[src/rtl/video_timing_ctrl.sv]
// Programmable raster timing generator for the TMDS pixel path. Timing registers are
// double-buffered and committed atomically on the last pixel of a frame.
module video_timing_ctrl #(
    parameter int W          = 11,
    parameter int H_ACTIVE_D = 640,
    parameter int H_SS_D     = 656,
    parameter int H_SE_D     = 752,
    parameter int H_TOTAL_D  = 800,
    parameter int V_ACTIVE_D = 480,
    parameter int V_SS_D     = 490,
    parameter int V_SE_D     = 492,
    parameter int V_TOTAL_D  = 525
) (
    input  logic         pixclk,
    input  logic         reset,
    input  logic         cfg_we,
    input  logic [3:0]   cfg_addr,
    input  logic [W-1:0] cfg_wdata,
    input  logic         cfg_commit,
    output logic         cfg_busy,
    output logic         cfg_err,
    output logic [W-1:0] CounterX,
    output logic [W-1:0] CounterY,
    output logic         hSync,
    output logic         vSync,
    output logic         DrawArea,
    output logic         frame_start
);

    typedef enum logic [1:0] {ST_IDLE, ST_RUN, ST_PEND} state_e;

    // Register file index: 0-3 horizontal (active, sync start, sync end, total), 4-7 vertical.
    localparam int R_HA = 0, R_HSS = 1, R_HSE = 2, R_HT = 3;
    localparam int R_VA = 4, R_VSS = 5, R_VSE = 6, R_VT = 7;

    state_e       state_q, state_d;
    logic [W-1:0] shadow_q [8];
    logic [W-1:0] shadow_d [8];
    logic [W-1:0] active_q [8];
    logic [W-1:0] active_d [8];
    logic [2:0]   ctrl_q, ctrl_d;
    logic [W-1:0] x_q, x_d, y_q, y_d;
    logic         hsync_q, hsync_d, vsync_q, vsync_d;
    logic         draw_q, draw_d, fstart_q, fstart_d, err_q, err_d;
    logic         shadow_valid, last_x, last_y, live, in_hsync, in_vsync;

    function automatic logic [W-1:0] reg_default(input int idx);
        case (idx)
            R_HA:    reg_default = W'(H_ACTIVE_D);
            R_HSS:   reg_default = W'(H_SS_D);
            R_HSE:   reg_default = W'(H_SE_D);
            R_HT:    reg_default = W'(H_TOTAL_D);
            R_VA:    reg_default = W'(V_ACTIVE_D);
            R_VSS:   reg_default = W'(V_SS_D);
            R_VSE:   reg_default = W'(V_SE_D);
            default: reg_default = W'(V_TOTAL_D);
        endcase
    endfunction

    function automatic logic axis_ok(input logic [W-1:0] act, input logic [W-1:0] ss,
                                     input logic [W-1:0] se, input logic [W-1:0] tot);
        return (act != '0) && (act < ss) && (ss < se) && (se <= tot);
    endfunction

    always_comb begin
        // NOTE: every variable is given a default first so no path can infer a latch.
        state_d  = state_q;
        shadow_d = shadow_q;
        active_d = active_q;
        ctrl_d   = ctrl_q;
        x_d      = x_q;
        y_d      = y_q;
        err_d    = 1'b0;

        if (cfg_we && (cfg_addr == 4'd8)) ctrl_d = cfg_wdata[2:0];
        if (cfg_we && !cfg_addr[3] && (state_q != ST_PEND)) shadow_d[cfg_addr[2:0]] = cfg_wdata;

        // A commit issued together with a write is judged on the post-write set.
        shadow_valid = axis_ok(shadow_d[R_HA], shadow_d[R_HSS], shadow_d[R_HSE], shadow_d[R_HT])
                    && axis_ok(shadow_d[R_VA], shadow_d[R_VSS], shadow_d[R_VSE], shadow_d[R_VT]);

        last_x = (x_q == active_q[R_HT] - W'(1));
        last_y = (y_q == active_q[R_VT] - W'(1));

        if (state_q != ST_IDLE) begin
            if (last_x) begin
                x_d = '0;
                y_d = last_y ? '0 : y_q + W'(1);
            end else begin
                x_d = x_q + W'(1);
            end
        end

        case (state_q)
            ST_IDLE: if (ctrl_d[0]) state_d = ST_RUN;
            ST_RUN: begin
                if (cfg_commit) begin
                    if (shadow_valid) state_d = ST_PEND;
                    else              err_d   = 1'b1;
                end
            end
            ST_PEND: begin
                if (last_x && last_y) begin
                    active_d = shadow_q;
                    state_d  = ST_RUN;
                end
            end
            default: state_d = ST_RUN;
        endcase

        // Disabling wins over everything: counters clear and a pending commit is dropped.
        if (!ctrl_d[0]) begin
            state_d  = ST_IDLE;
            x_d      = '0;
            y_d      = '0;
            active_d = active_q;
            err_d    = 1'b0;
        end

        live     = (state_q != ST_IDLE) && (state_d != ST_IDLE);
        in_hsync = (x_q >= active_q[R_HSS]) && (x_q < active_q[R_HSE]);
        in_vsync = (y_q >= active_q[R_VSS]) && (y_q < active_q[R_VSE]);
        draw_d   = live && (x_q < active_q[R_HA]) && (y_q < active_q[R_VA]);
        fstart_d = live && (x_q == '0) && (y_q == '0);
        hsync_d  = live ? (in_hsync ~^ ctrl_d[1]) : ~ctrl_d[1];
        vsync_d  = live ? (in_vsync ~^ ctrl_d[2]) : ~ctrl_d[2];
    end

    always_ff @(posedge pixclk) begin
        // NOTE: non-blocking assignments so every flop samples the pre-edge values.
        if (reset) begin
            // NOTE: the timing register files must wake up holding a usable raster, so they are reset like ordinary flops.
            for (int i = 0; i < 8; i++) begin
                shadow_q[i] <= reg_default(i);
                active_q[i] <= reg_default(i);
            end
            state_q  <= ST_RUN;
            ctrl_q   <= 3'b001;
            x_q      <= '0;
            y_q      <= '0;
            hsync_q  <= 1'b0;
            vsync_q  <= 1'b0;
            draw_q   <= 1'b0;
            fstart_q <= 1'b0;
            err_q    <= 1'b0;
        end else begin
            shadow_q <= shadow_d;
            active_q <= active_d;
            state_q  <= state_d;
            ctrl_q   <= ctrl_d;
            x_q      <= x_d;
            y_q      <= y_d;
            hsync_q  <= hsync_d;
            vsync_q  <= vsync_d;
            draw_q   <= draw_d;
            fstart_q <= fstart_d;
            err_q    <= err_d;
        end
    end

    assign cfg_busy    = (state_q == ST_PEND);
    assign cfg_err     = err_q;
    assign CounterX    = x_q;
    assign CounterY    = y_q;
    assign hSync       = hsync_q;
    assign vSync       = vsync_q;
    assign DrawArea    = draw_q;
    assign frame_start = fstart_q;

endmodule

[config.mk]
export PLATFORM = sky130hd
export DESIGN_NAME = video_timing_ctrl
export DESIGN_NICKNAME = d
export VERILOG_FILES = /design/src/rtl/video_timing_ctrl.sv
export SDC_FILE = /design/constraint.sdc
export NUM_CORES = 1
export LEC_CHECK = 0
export CAP_MARGIN = 10
export CELL_PAD_IN_SITES_DETAIL_PLACEMENT = 0
export CELL_PAD_IN_SITES_GLOBAL_PLACEMENT = 1
export CORE_UTILIZATION = 48
export CTS_CLUSTER_SIZE = 40
export DETAILED_ROUTE_END_ITERATION = 12
export GPL_ROUTABILITY_DRIVEN = 0
export HOLD_SLACK_MARGIN = 0.15
export PLACE_DENSITY = 0.84
export SLEW_MARGIN = 0
export SYNTH_ARGS = -nofsm -noshare
export SYNTH_HDL_FRONTEND = slang
export SYNTH_SLANG_ARGS = --single-unit
[constraint.sdc]
create_clock -name pixclk -period 7.1 [get_ports pixclk]
set_input_delay 2.13 -clock pixclk [delete_from_list [all_inputs] [get_ports pixclk]]
set_output_delay 2.13 -clock pixclk [all_outputs]
set_load 0.05 [all_outputs]
Word-level counts from Yosys, hierarchy flattened
Index checks and enable logic that the tools add are counted.
{"block": "totals", "ff_bits": 208, "input_bits": 19, "word_cells": 102}
{"block": "op_classes", "addsub": 4, "magnitude_cmp": 14, "n_eq_ne": 6, "n_mux": 15, "bitwise_logic": 8, "n_reduce_logical": 30}
{"op": "bitwise mux 88 bit", "n": 1}
{"op": "< comparator 11 bit", "n": 8}
{"op": "two-way mux 88 bit", "n": 1}
{"op": "demux 11 bit (select 3 bit)", "n": 1}
{"op": "two-way mux 11 bit", "n": 3}
{"op": "adder 11 x 1 -> 11 bit, second input constant", "n": 2}
{"op": "equality test 11 bit", "n": 2}
{"op": ">= comparator 11 bit", "n": 2}
{"op": "<= comparator 11 bit", "n": 2}
{"op": "logical NOT 11 bit", "n": 2}
{"op": "nonzero test 11 bit", "n": 2}
{"op": "subtractor 11 x 1 -> 11 bit, second input constant", "n": 2}
{"op": "logical AND 1 bit", "n": 19}
{"op": "two-way mux 2 bit", "n": 4}
{"op": "NOT 1 bit", "n": 5}
{"op": "equality test 4 bit, second input constant", "n": 1}
{"op": ">= comparator 4 bit, second input constant", "n": 1}
{"op": "< comparator 4 x 1 -> 1 bit, second input constant", "n": 1}
{"op": "NOT 3 -> 4 bit", "n": 1}
{"op": "case mux 2 bit (2 select lines)", "n": 1}
{"op": "nonzero test 2 bit", "n": 2}
{"op": "OR reduction 4 bit", "n": 1}
{"op": "two-way mux 1 bit", "n": 3}
{"op": "two-way mux 3 bit", "n": 1}
{"op": "8 further kinds", "n": 9}

Depth between registers and ports, before layout
Gate-level depths: netlist (run 1).
{"block": "depth", "ltp_word": 20, "mapped_depth": 20, "mapped_depth_nobuf": 17}

Least setup slack after synthesis (run 1)
Ideal clock, no wire load.
{"block": "synth_path", "path_type": "input port to flip-flop", "startpoint": "input port cfg_addr[2]", "endpoint": "register vsync_q, in the netlist vSync", "arrival_time_ps": 6434, "required_ps": 6979, "path_slack_ps": 545, "path_stages": 18, "path_buffers": 4, "cell_sequence": "buf_2 or4b_1 buf_2 clkbuf_1 nor2_1 buf_1 mux2i_1 ha_1 a211oi_1 nand2_1 nor3_1 o311ai_0 a2111oi_0 and4bb_2 nand4b_2 a311o_1 nand3_1 mux2_2"}
{"block": "synth_between", "elab_chain_len": 19, "elab_cells_between_ends": 35}
{"item": "from (decl)", "line_no": "17", "text": "input logic [3:0] cfg_addr,"}
{"item": "NOT 3 -> 4 bit (not written as such)", "line_no": "76", "text": "if (cfg_we && !cfg_addr[3] && (state_q != ST_PEND)) shadow_d[cfg_addr[2:0]] = cfg_wdata;"}
{"item": ">= comparator 4 bit (not written as such) or < comparator 4 x 1 -> 1 bit (tied branches)", "line_no": "76"}
{"item": "logical AND 1 bit (not written as such)", "line_no": "76"}
{"item": "two-way mux 11 bit (not written as such)", "line_no": "76"}
{"item": "demux 11 bit (select 3 bit)", "line_no": "76"}
{"item": "bitwise mux 88 bit", "line_no": "76"}
{"item": "two-way mux 88 bit", "line_no": "76"}
{"item": "< comparator 11 bit or nonzero test 11 bit (tied branches)", "line_no": "62", "text": "return (act != '0) && (act < ss) && (ss < se) && (se <= tot);"}
{"item": "logical AND 1 bit (3 in a row)", "line_no": "62"}
{"item": "logical AND 1 bit", "line_no": "80", "text": "&& axis_ok(shadow_d[R_VA], shadow_d[R_VSS], shadow_d[R_VSE], shadow_d[R_VT]);"}
{"item": "two-way mux 2 bit", "line_no": "98", "text": "if (shadow_valid) state_d = ST_PEND;"}
{"item": "two-way mux 2 bit", "line_no": "97", "text": "if (cfg_commit) begin"}
{"item": "case mux 2 bit (2 select lines)", "line_no": "94", "text": "case (state_q)"}
{"item": "two-way mux 2 bit", "line_no": "112", "text": "if (!ctrl_d[0]) begin"}
{"item": "nonzero test 2 bit", "line_no": "120", "text": "live = (state_q != ST_IDLE) && (state_d != ST_IDLE);"}
{"item": "logical AND 1 bit", "line_no": "120"}
{"item": "two-way mux 1 bit (*)", "line_no": "126", "text": "vsync_d = live ? (in_vsync ~^ ctrl_d[2]) : ~ctrl_d[2];"}
{"item": "to (signal assigned)", "line_no": "154", "text": "vsync_q <= vsync_d;"}
{"item": "to (decl)", "line_no": "43", "text": "logic hsync_q, hsync_d, vsync_q, vsync_d;"}
Every way passes the cells marked *; elsewhere a longest branch is shown, timed or not.
A chain may end at the register's enable or synchronous reset.

Worst setup path after layout (run 1)
Ends and elaborated chain as after synthesis.

==> results.cfg, run 1 <==
[critical_path]
cp-start-kind = input pin
worstPathArrival_ps = 6840
crit_type = in2reg
required_ps = 7500
path_max_fanout = 11
end_kind = flip-flop

[yosys]
synth-edff-count = 0
ys.flop_type = dfxtp_1
yosys.area.top_type_share = 0.3379
synth.largest_area_cell = dfxtp_1
ys_ff_latch = 208
syn_area_mm2 = 0.01232
synthCells = 1433
synth_mux_area_frac = 0.1232
synth_xor_area_frac = 0.04264
synth_top_family_by_area = simple AND/OR/NAND/NOR gates
syn_avg_cell_area_um2 = 8.599
ys_types = 74
synth_compound_area_frac = 0.1023
synthTopCellsByCount = dfxtp_1, nor2_1, mux2i_1, ha_1, inv_1
synthAdderAreaFrac = 0.1294
synth_most_common_cell = dfxtp_1
synth_nets = 1577
synthArstFlopShare = 0
ys_top_cells_by_area = dfxtp_1, ha_1, mux2i_1, nor2_1, nand2b_1
ys_seq_area_frac = 0.3379
synth_warnings = 0
synthSimpleGateAreaFrac = 0.2024

[clock_tree]
tritoncts = yes
htreeDepth = 1
postCtsSetupRepairBufs = 0
cts_buffers = 24
ctsHoldBuffers = 0
cts.clk_slew.worst_paths_ps = 60
clock_sinks = 208
clk-insertion-delay-late_ps = 520
cts_max_path_buffers = 3
post_cts_resized = 0
clock-root-buffer = clkbuf_16

[floorplan]
die_h_um = 162.2
dieWidth_um = 162.2
num_rows = 58
initial_core_util = 0.4894
core_mm2 = 0.02518
io_pins = 47
dieArea_mm2 = 0.02632

[global_route]
grt_overflow = 0
grt_pass1_wl_um = 52650
antenna_found_initial = 0
grt_pass1_vias = 9414
grt_use_total = 0.2565
grt_max_degree = 111

[sta]
finalHoldWorstSlack_ps = 473.0
clock_skew_ps = 16.52
fin_crit_sh = 0.9077
hold_viol_final = 0
fin_setup_tns_ps = 0
rsz0062_at_grt = no
layout_min_cycle_time_ps = 6445
worst_slack_ps = 655.4
final_max_slew_viol_count = 0
max_slew.worst_pin.slew_ps = 1109
fmax_mhz = 155.2
setup_viol = 0
slew_headroom = 0.2604

[hold_path]
hp-class = reg2reg

[drt]
vias = 10090
drtIter0Drc = 695
drt_pass1_iterations = 5
drc = 0
antenna_left = 0
wirelength_um = 33290
via_per_inst = 5.551
wire_per_inst_um = 18.31

[place]
dp.cells = 1774
port_buffers = 46
post-dp-hpwl_um = 24790
place_ws_ps = 145.0

[finish]
area_delta_synth_final_pct = 13.82
instances_no_fill = 1818
final_layout_size_suffix_gt1_frac = 0.07124
antenna_cells = 0
nNetsFinal = 1614
fillCellCount = 2328

[power]
vdd_drop_max_v = 0.0001874
cellPowerDensity_mw_per_mm2 = 208.4
finalPower_w = 0.002923
p_leak_nw = 6.563

[status]
status = finished, final reports clean

[flow_run]
maxCapViolations = 0
==> cell families (layout without fill, tap and decap cells) <==
family,count (synthesis),after routing
compound gates,198,198
buf+inv,196,251
xor+xnor,60,60
simple gates,492,492
fa+ha+maj,128,128
flops,208,208
mux,151,151
==> metrics by stage <==
| step | utilization | cell area [µm²] |
|---|---|---|
| final | 0.5570 | 14030 |
| after global routing | 0.5570 | 14030 |
| after CTS | 0.5570 | 14030 |
| after detailed placement | 0.5243 | 13200 |
| after global placement | 0.5243 | 13200 |
| after floorplan | - | 12320 |
==> metal layers <==
layer  part of all wire  global-route usage  up-vias  routed length, µm
met2               0.44              0.4013      243              14680
met3              0.053             0.03498       45               1767
li1                   -                   -     5024                  -
met4              0.019             0.05918        0                633
met1               0.49              0.3707     4779              16210
met5                  0                   0        -                  0
==> area by class of cell <==
class	count	area, µm²	area share
inverters	120	450.4	0.03211
multi-input cells	1029	7397	0.5274
well taps	330	412.9	0.02944
repair buffers	87	778.2	0.05549
flip-flops and latches	208	4164	0.2969
clock inverters	13	145.1	0.01035
clock buffers	31	678.2	0.04835
==> state kept, by name, indices dropped and copies added, names as in the netlist <==
| name | flops |
|---|---|
| state_q | 2 |
| CounterX | 11 |
| ctrl_q | 3 |
| CounterY | 11 |
| hSync | 1 |
| cfg_err | 1 |
| shadow_q | 88 |
| DrawArea | 1 |
| active_q | 88 |
| vSync | 1 |
| frame_start | 1 |
==> path summary, 6_finish.rpt <==
path,start,slack [ps],depth (start not counted),to
setup / recovery,cfg_addr[2],660,17,vSync
hold / removal,shadow_q[14],470,2,active_q[14]
setup reg to reg,state_q[0],1750,18,vSync
hold reg to reg,shadow_q[14],470,2,active_q[14]
==> cells in the final DEF (no fill, tap or decap), types with 7 or more instances in the layout <==
cell type        Yosys  layout
buf_4                0      41
o211ai_1             7       7
o21ai_0             47      47
nor3_1              30      30
o21a_1               8       8
o22ai_1              8       8
nand4_1             17      17
nor4_1              16      16
ha_1               125     125
inv_1              119     119
clkinv_2             0       8
dfxtp_1            208     208
a211oi_1             7       7
nor2_1             153     153
clkbuf_16            0      25
nand3_1             28      28
a21oi_1             58      58
xnor2_1             32      32
or2_2               11      11
nor2b_1             19      19
xor2_1              28      28
nand2b_1            72      72
a21o_1               7       7
clkdlybuf4s50_1      0      45
o31ai_1              8       8
mux2i_1            146     146
nand2_1             98      98
==> critical path, cell delays in order <==
cell and delay [ps]:
clkdlybuf4s50_1 410, or4b_1 620, buf_4 210, nor2_1 140, buf_4 250, mux2i_1 290, ha_1 310, a211oi_1 250
nand2_1 100, nor3_1 200, o311ai_0 200, a2111oi_0 350, and4bb_2 340, nand4b_2 170, a311o_1 440, nand3_1 90
mux2_2 330
==> power by group <==
group / total [W] / internal [W] / switching (W)
registers: 0.00122 / 0.00119 / 0.0000245
logic: 0.000420 / 0.000159 / 0.000260
clock network: 0.00129 / 0.000782 / 0.000505
total: 0.00292 / 0.00213 / 0.000790
Power figures use the tool's default switching activity.
==> run 2, diff against run 1 <==
- clock period: 7.1 -> 6.1 ns (I/O delays scaled with it)
==> results.cfg, run 2 (same netlist as run 1, synthesis figures left out) <==
[critical_path]
path_max_fanout = 4
required_ps = 6510
crit_chain = clkdlybuf4s50_1 > or4b_4 > nor2_1 > buf_4 > mux2i_4 > inv_1 > ha_1 > a222oi_1 > o21ai_0 > nor3_2 > o311ai_2 > a2111oi_1 > and4bb_2 > nand4b_2 > a311o_1 > nand3_1 > mux2_2
crit_type = in2reg
cp-start-kind = input pin
max_stage_delay_ps = 590
end_kind = flip-flop
reg2reg_depth = 17
slowest_stage = or4b_4
worstPathArrival_ps = 6350

[global_route]
grt_pass1_vias = 10110
grt_pass1_wl_um = 54870
grt_overflow = 0
grt_use_total = 0.2663
grt_max_degree = 95
antenna_found_initial = 1

[drt]
wirelength_um = 34830
antenna_left = 0
wire_per_inst_um = 18.36
drtIter0Drc = 857
drc = 0
vias = 10500
drt_pass1_iterations = 5
via_per_inst = 5.535

[sta]
final_max_slew_viol_count = 0
fin_setup_tns_ps = 0
max_slew.worst_pin.slew_ps = 939.4
worst_slack_ps = 159.1
slew_headroom = 0.3737
clock_skew_ps = 14.73
layout_min_cycle_time_ps = 5941
fin_crit_sh = 0.9739
setup_viol = 0
rsz0062_at_grt = no
fmax_mhz = 168.3
hold_viol_final = 0

[clock_tree]
clock_sinks = 208
cts_max_path_buffers = 3
postCtsSetupRepairBufs = 0
cts.clk_slew.worst_paths_ps = 60
post_cts_resized = 0
cts_buffers = 24
htreeDepth = 1
ctsHoldBuffers = 0
clk-insertion-delay-late_ps = 530
clock-root-buffer = clkbuf_16
tritoncts = yes

[finish]
largest_registers = active_q (88), shadow_q (88)
area_delta_synth_final_pct = 19.39
final_layout_size_suffix_gt1_frac = 0.1213
instances_no_fill = 1897
final_cell_mix = dfxtp_1, nor2_1, mux2i_1
antenna_cells = 0
fillCellCount = 2229
nNetsFinal = 1695
post-route-util = 0.5843
layout_commonest_cell = dfxtp_1

[place]
port_buffers = 46
post-dp-hpwl_um = 26270
dp.cells = 1855
place_ws_ps = -458.6

[floorplan]
die_h_um = 162.2
dieArea_mm2 = 0.02632
dieWidth_um = 162.2
initial_core_util = 0.4894
core_mm2 = 0.02518
io_pins = 47
num_rows = 58

[flow_run]
maxCapViolations = 0

[power]
internal_power_w = 0.002494
switching_share = 0.2710
p_sw_w = 0.0009272
vdd_drop_max_v = 0.0001692
cellPowerDensity_mw_per_mm2 = 232.6
combPwrFrac = 0.156
pwr-share-seq = 0.414
clkPwrFrac = 0.430
p_leak_nw = 6.970

[hold_path]
worstHoldPathCells = 2
hp-class = reg2reg

[status]
status = finished, final reports clean
run 2: changes by cell type in the layout (fill, tap and decap cells not counted), sizes merged:
| cell | delta |
|---|---|
| clkbuf | +3 |
| inv | +1 |
| clkinv | -3 |
| bufinv | -1 |
| buf | +81 |
| clkinvlp | -2 |
run 2: cell type report:
cell class / count / area, µm² / area share
clock buffer: 34 / 709.4 / 0.04822
clock inverter: 8 / 93.84 / 0.006378
inverter: 120 / 450.4 / 0.03061
multi-input combinational: 1029 / 7446 / 0.5061
sequential: 208 / 4164 / 0.2830
tap: 330 / 412.9 / 0.02806
timing repair buffer: 168 / 1436 / 0.09763
run 2: through the flow:
| stage | power [W] | hold slack [ps] | area, µm² |
|---|---|---|---|
| 3_5_place_dp | 0.001963 | 467.0 | 13860 |
| 4_1_cts | 0.003429 | 481.4 | 14660 |
| 6_report | 0.003422 | 477.4 | 14710 |
| 2_1_floorplan | 0.001765 | 441.3 | 12320 |
| 5_1_grt | 0.003538 | 501.2 | 14710 |
| 3_3_place_gp | 0.001951 | 458.6 | 13860 |
run 2: power by group through the flow:
stage	sequential, W	combinational [W]	clock, W
after CTS	0.00142	0.000522	0.00149
after global routing	0.00142	0.000578	0.00154
final	0.00142	0.000534	0.00147
after detailed placement	0.00145	0.000517	0
after global placement	0.00145	0.000506	0
after floorplan	0.00149	0.000277	0
run 2: final timing paths:
kind / end / from / slack [ps]
max: vSync / cfg_addr[2] / 160
min: active_q[70] / active_q[70] / 480
max reg2reg: vSync / state_q[0] / 1120
min reg2reg: active_q[70] / active_q[70] / 480
run 2: worst max-delay path, delay by kind of cell:
kind	cells	cell delay, ps
AND/OR/NAND/NOR	6	1530
multiplexers	2	590
AO/OA/AOI/OAI	5	1420
adder cells (fa/ha/maj)	1	310
buffers and inverters	3	660
run 2: per-layer routing:
layer | vias up | share of wire | global-route usage
met5 | - | 0.00034 | 0
met4 | 2 | 0.026 | 0.07762
met3 | 70 | 0.056 | 0.03728
met2 | 281 | 0.45 | 0.4209
met1 | 4971 | 0.47 | 0.3750
li1 | 5175 | - | -
==> run 3, diff against run 2 <==
- ABC_CLOCK_PERIOD_IN_PS: not set -> 6100
- CTS_BUF_LIST: not set -> sky130_fd_sc_hd__clkbuf_16
- CTS_CLUSTER_DIAMETER: not set -> 80
==> results.cfg, run 3 (same netlist as run 1, synthesis figures left out) <==
[status]
status = finished, final reports clean

[drt]
wire_per_inst_um = 18.32
vias = 10330
drc = 0
drtIter0Drc = 731
wirelength_um = 34380
drt_pass1_iterations = 6
antenna_left = 0
via_per_inst = 5.503

[global_route]
grt_util_met1 = 0.3799
grt_use_total = 0.2637
gr-usage-met3 = 0.02758
antenna_found_initial = 0
grtUsageMet2 = 0.4176
grt_pass1_vias = 9949
grt_busiest_layer = met2
grt_pass1_wl_um = 54340
grt_max_degree = 95
grt_overflow = 0

[critical_path]
max_stage_delay_ps = 590
required_ps = 6470
crit_chain = clkdlybuf4s50_1 > or4b_4 > nor2_1 > buf_4 > mux2i_4 > inv_1 > ha_1 > a222oi_1 > o21ai_0 > nor3_2 > o311ai_2 > a2111oi_2 > and4bb_2 > nand4b_2 > buf_4 > a31oi_2 > nand3_1 > mux2_1
crit_top_cell = buf_4
reg2reg_depth = 20
path_buf_inv = 4
critical-path-top-delay-family = simple AND/OR/NAND/NOR gates
cp-start-kind = input pin
rr_startpoint = state_q[0]
r2r_slack_ps = 1210
crit_type = in2reg
slowest_stage = or4b_4
regToRegEndpoint = hSync
path_max_fanout = 4
end_kind = flip-flop
worstPathArrival_ps = 6260

[power]
finalPower_w = 0.002963
p_sw_w = 0.0008905
vdd_drop_max_v = 0.0001543
pwr-share-seq = 0.478
switching_share = 0.3006
cellPowerDensity_mw_per_mm2 = 206.3
p_leak_nw = 6.792
combPwrFrac = 0.180
internal_power_w = 0.002072
clkPwrFrac = 0.342

[hold_path]
hp-class = reg2reg
min_from = shadow_q[13]
worstHoldPathCells = 2
hold_path_end = active_q[13]

[sta]
fmax_mhz = 169.9
hold_viol_final = 0
slew_headroom = 0.3728
fin_crit_sh = 0.9650
layout_min_cycle_time_ps = 5887
final_max_slew_viol_count = 0
fin_setup_tns_ps = 0
setup_viol = 0
clock_skew_ps = 28.95
max_slew.worst_pin.slew_ps = 940.7

[clock_tree]
tritoncts = yes
cts_max_path_buffers = 3
clock_sinks = 208
cts_buffers = 13
cts.clk_slew.worst_paths_ps = 130
postCtsSetupRepairBufs = 0
clk-insertion-delay-late_ps = 500
htreeDepth = 1
clock-root-buffer = clkbuf_16

[flow_run]
maxCapViolations = 0

[floorplan]
num_rows = 58
io_pins = 47
die_h_um = 162.2
dieArea_mm2 = 0.02632
dieWidth_um = 162.2
core_mm2 = 0.02518
initial_core_util = 0.4894

[place]
port_buffers = 46
post-dp-hpwl_um = 26270

[finish]
layout_commonest_cell = dfxtp_1
area_delta_synth_final_pct = 16.54
largest_registers = active_q (88), shadow_q (88)
final_cell_mix = dfxtp_1, nor2_1, mux2i_1
final_layout_size_suffix_gt1_frac = 0.1131
nNetsFinal = 1684
antenna_cells = 0
run 3: repair_timing:
action                     4_1_cts  5_1_grt
resized for setup                0       11
setup endpoints to repair        0        4
hold buffers                     0        0
run 3: stage by stage:
| stage | worst slack [ps] | hold slack (ps) | area [µm²] | util | instances |
|---|---|---|---|---|---|
| 2_1_floorplan | 73.97 | 441.3 | 12320 | - | 1433 |
| 3_3_place_gp | -301.8 | 458.6 | 13860 | 0.5504 | 1855 |
| 3_5_place_dp | -458.6 | 467.0 | 13860 | 0.5504 | 1855 |
| 4_1_cts | 40.56 | 478.1 | 14320 | 0.5685 | 1877 |
| 5_1_grt | -3.054 | 502.5 | 14360 | 0.5703 | 1877 |
| 6_report | 213.4 | 474.4 | 14360 | 0.5703 | 1877 |
run 3: routing by layer:
metal  vias to the layer above  wire length (µm)
li1                       5144                 -
met1                      4893             16540
met2                       247             15470
met3                        46              1679
met4                         0               694
met5                         -                 0
run 3: cell type report:
cell class,count,area (µm²)
tap,330,412.9
clock buffer,13,325.3
sequential,208,4164
multi-input combinational,1029,7442
fill,2278,10820
inverter,120,450.4
timing repair buffer,168,1436
clock inverter,9,130.1
run 3: how the worst max path moves through the flow:
stage,startpoint,end,slack (ps),depth (start not counted)
after floorplan,cfg_addr[2],vSync,70,18
after global placement,cfg_addr[2],vSync,-300,17
after detailed placement,cfg_addr[2],vSync,-460,17
after CTS,cfg_addr[2],vSync,40,17
after global routing,cfg_addr[2],hSync,-3,19
final,cfg_addr[2],hSync,210,18
run 3: tightest hold or removal path, delay by kind of cell (launching register included):
family	cells	cell delay, ps
flip-flops	1	350
multiplexers	1	70
AND/OR/NAND/NOR	1	60
run 3: power by group through the flow:
| stage | sequential, W | clock, W | combinational (W) |
|---|---|---|---|
| 2_1_floorplan | 0.00149 | 0 | 0.000277 |
| 3_3_place_gp | 0.00145 | 0 | 0.000506 |
| 3_5_place_dp | 0.00145 | 0 | 0.000517 |
| 4_1_cts | 0.00141 | 0.00103 | 0.000523 |
| 5_1_grt | 0.00142 | 0.00108 | 0.000580 |
| 6_report | 0.00142 | 0.00101 | 0.000534 |
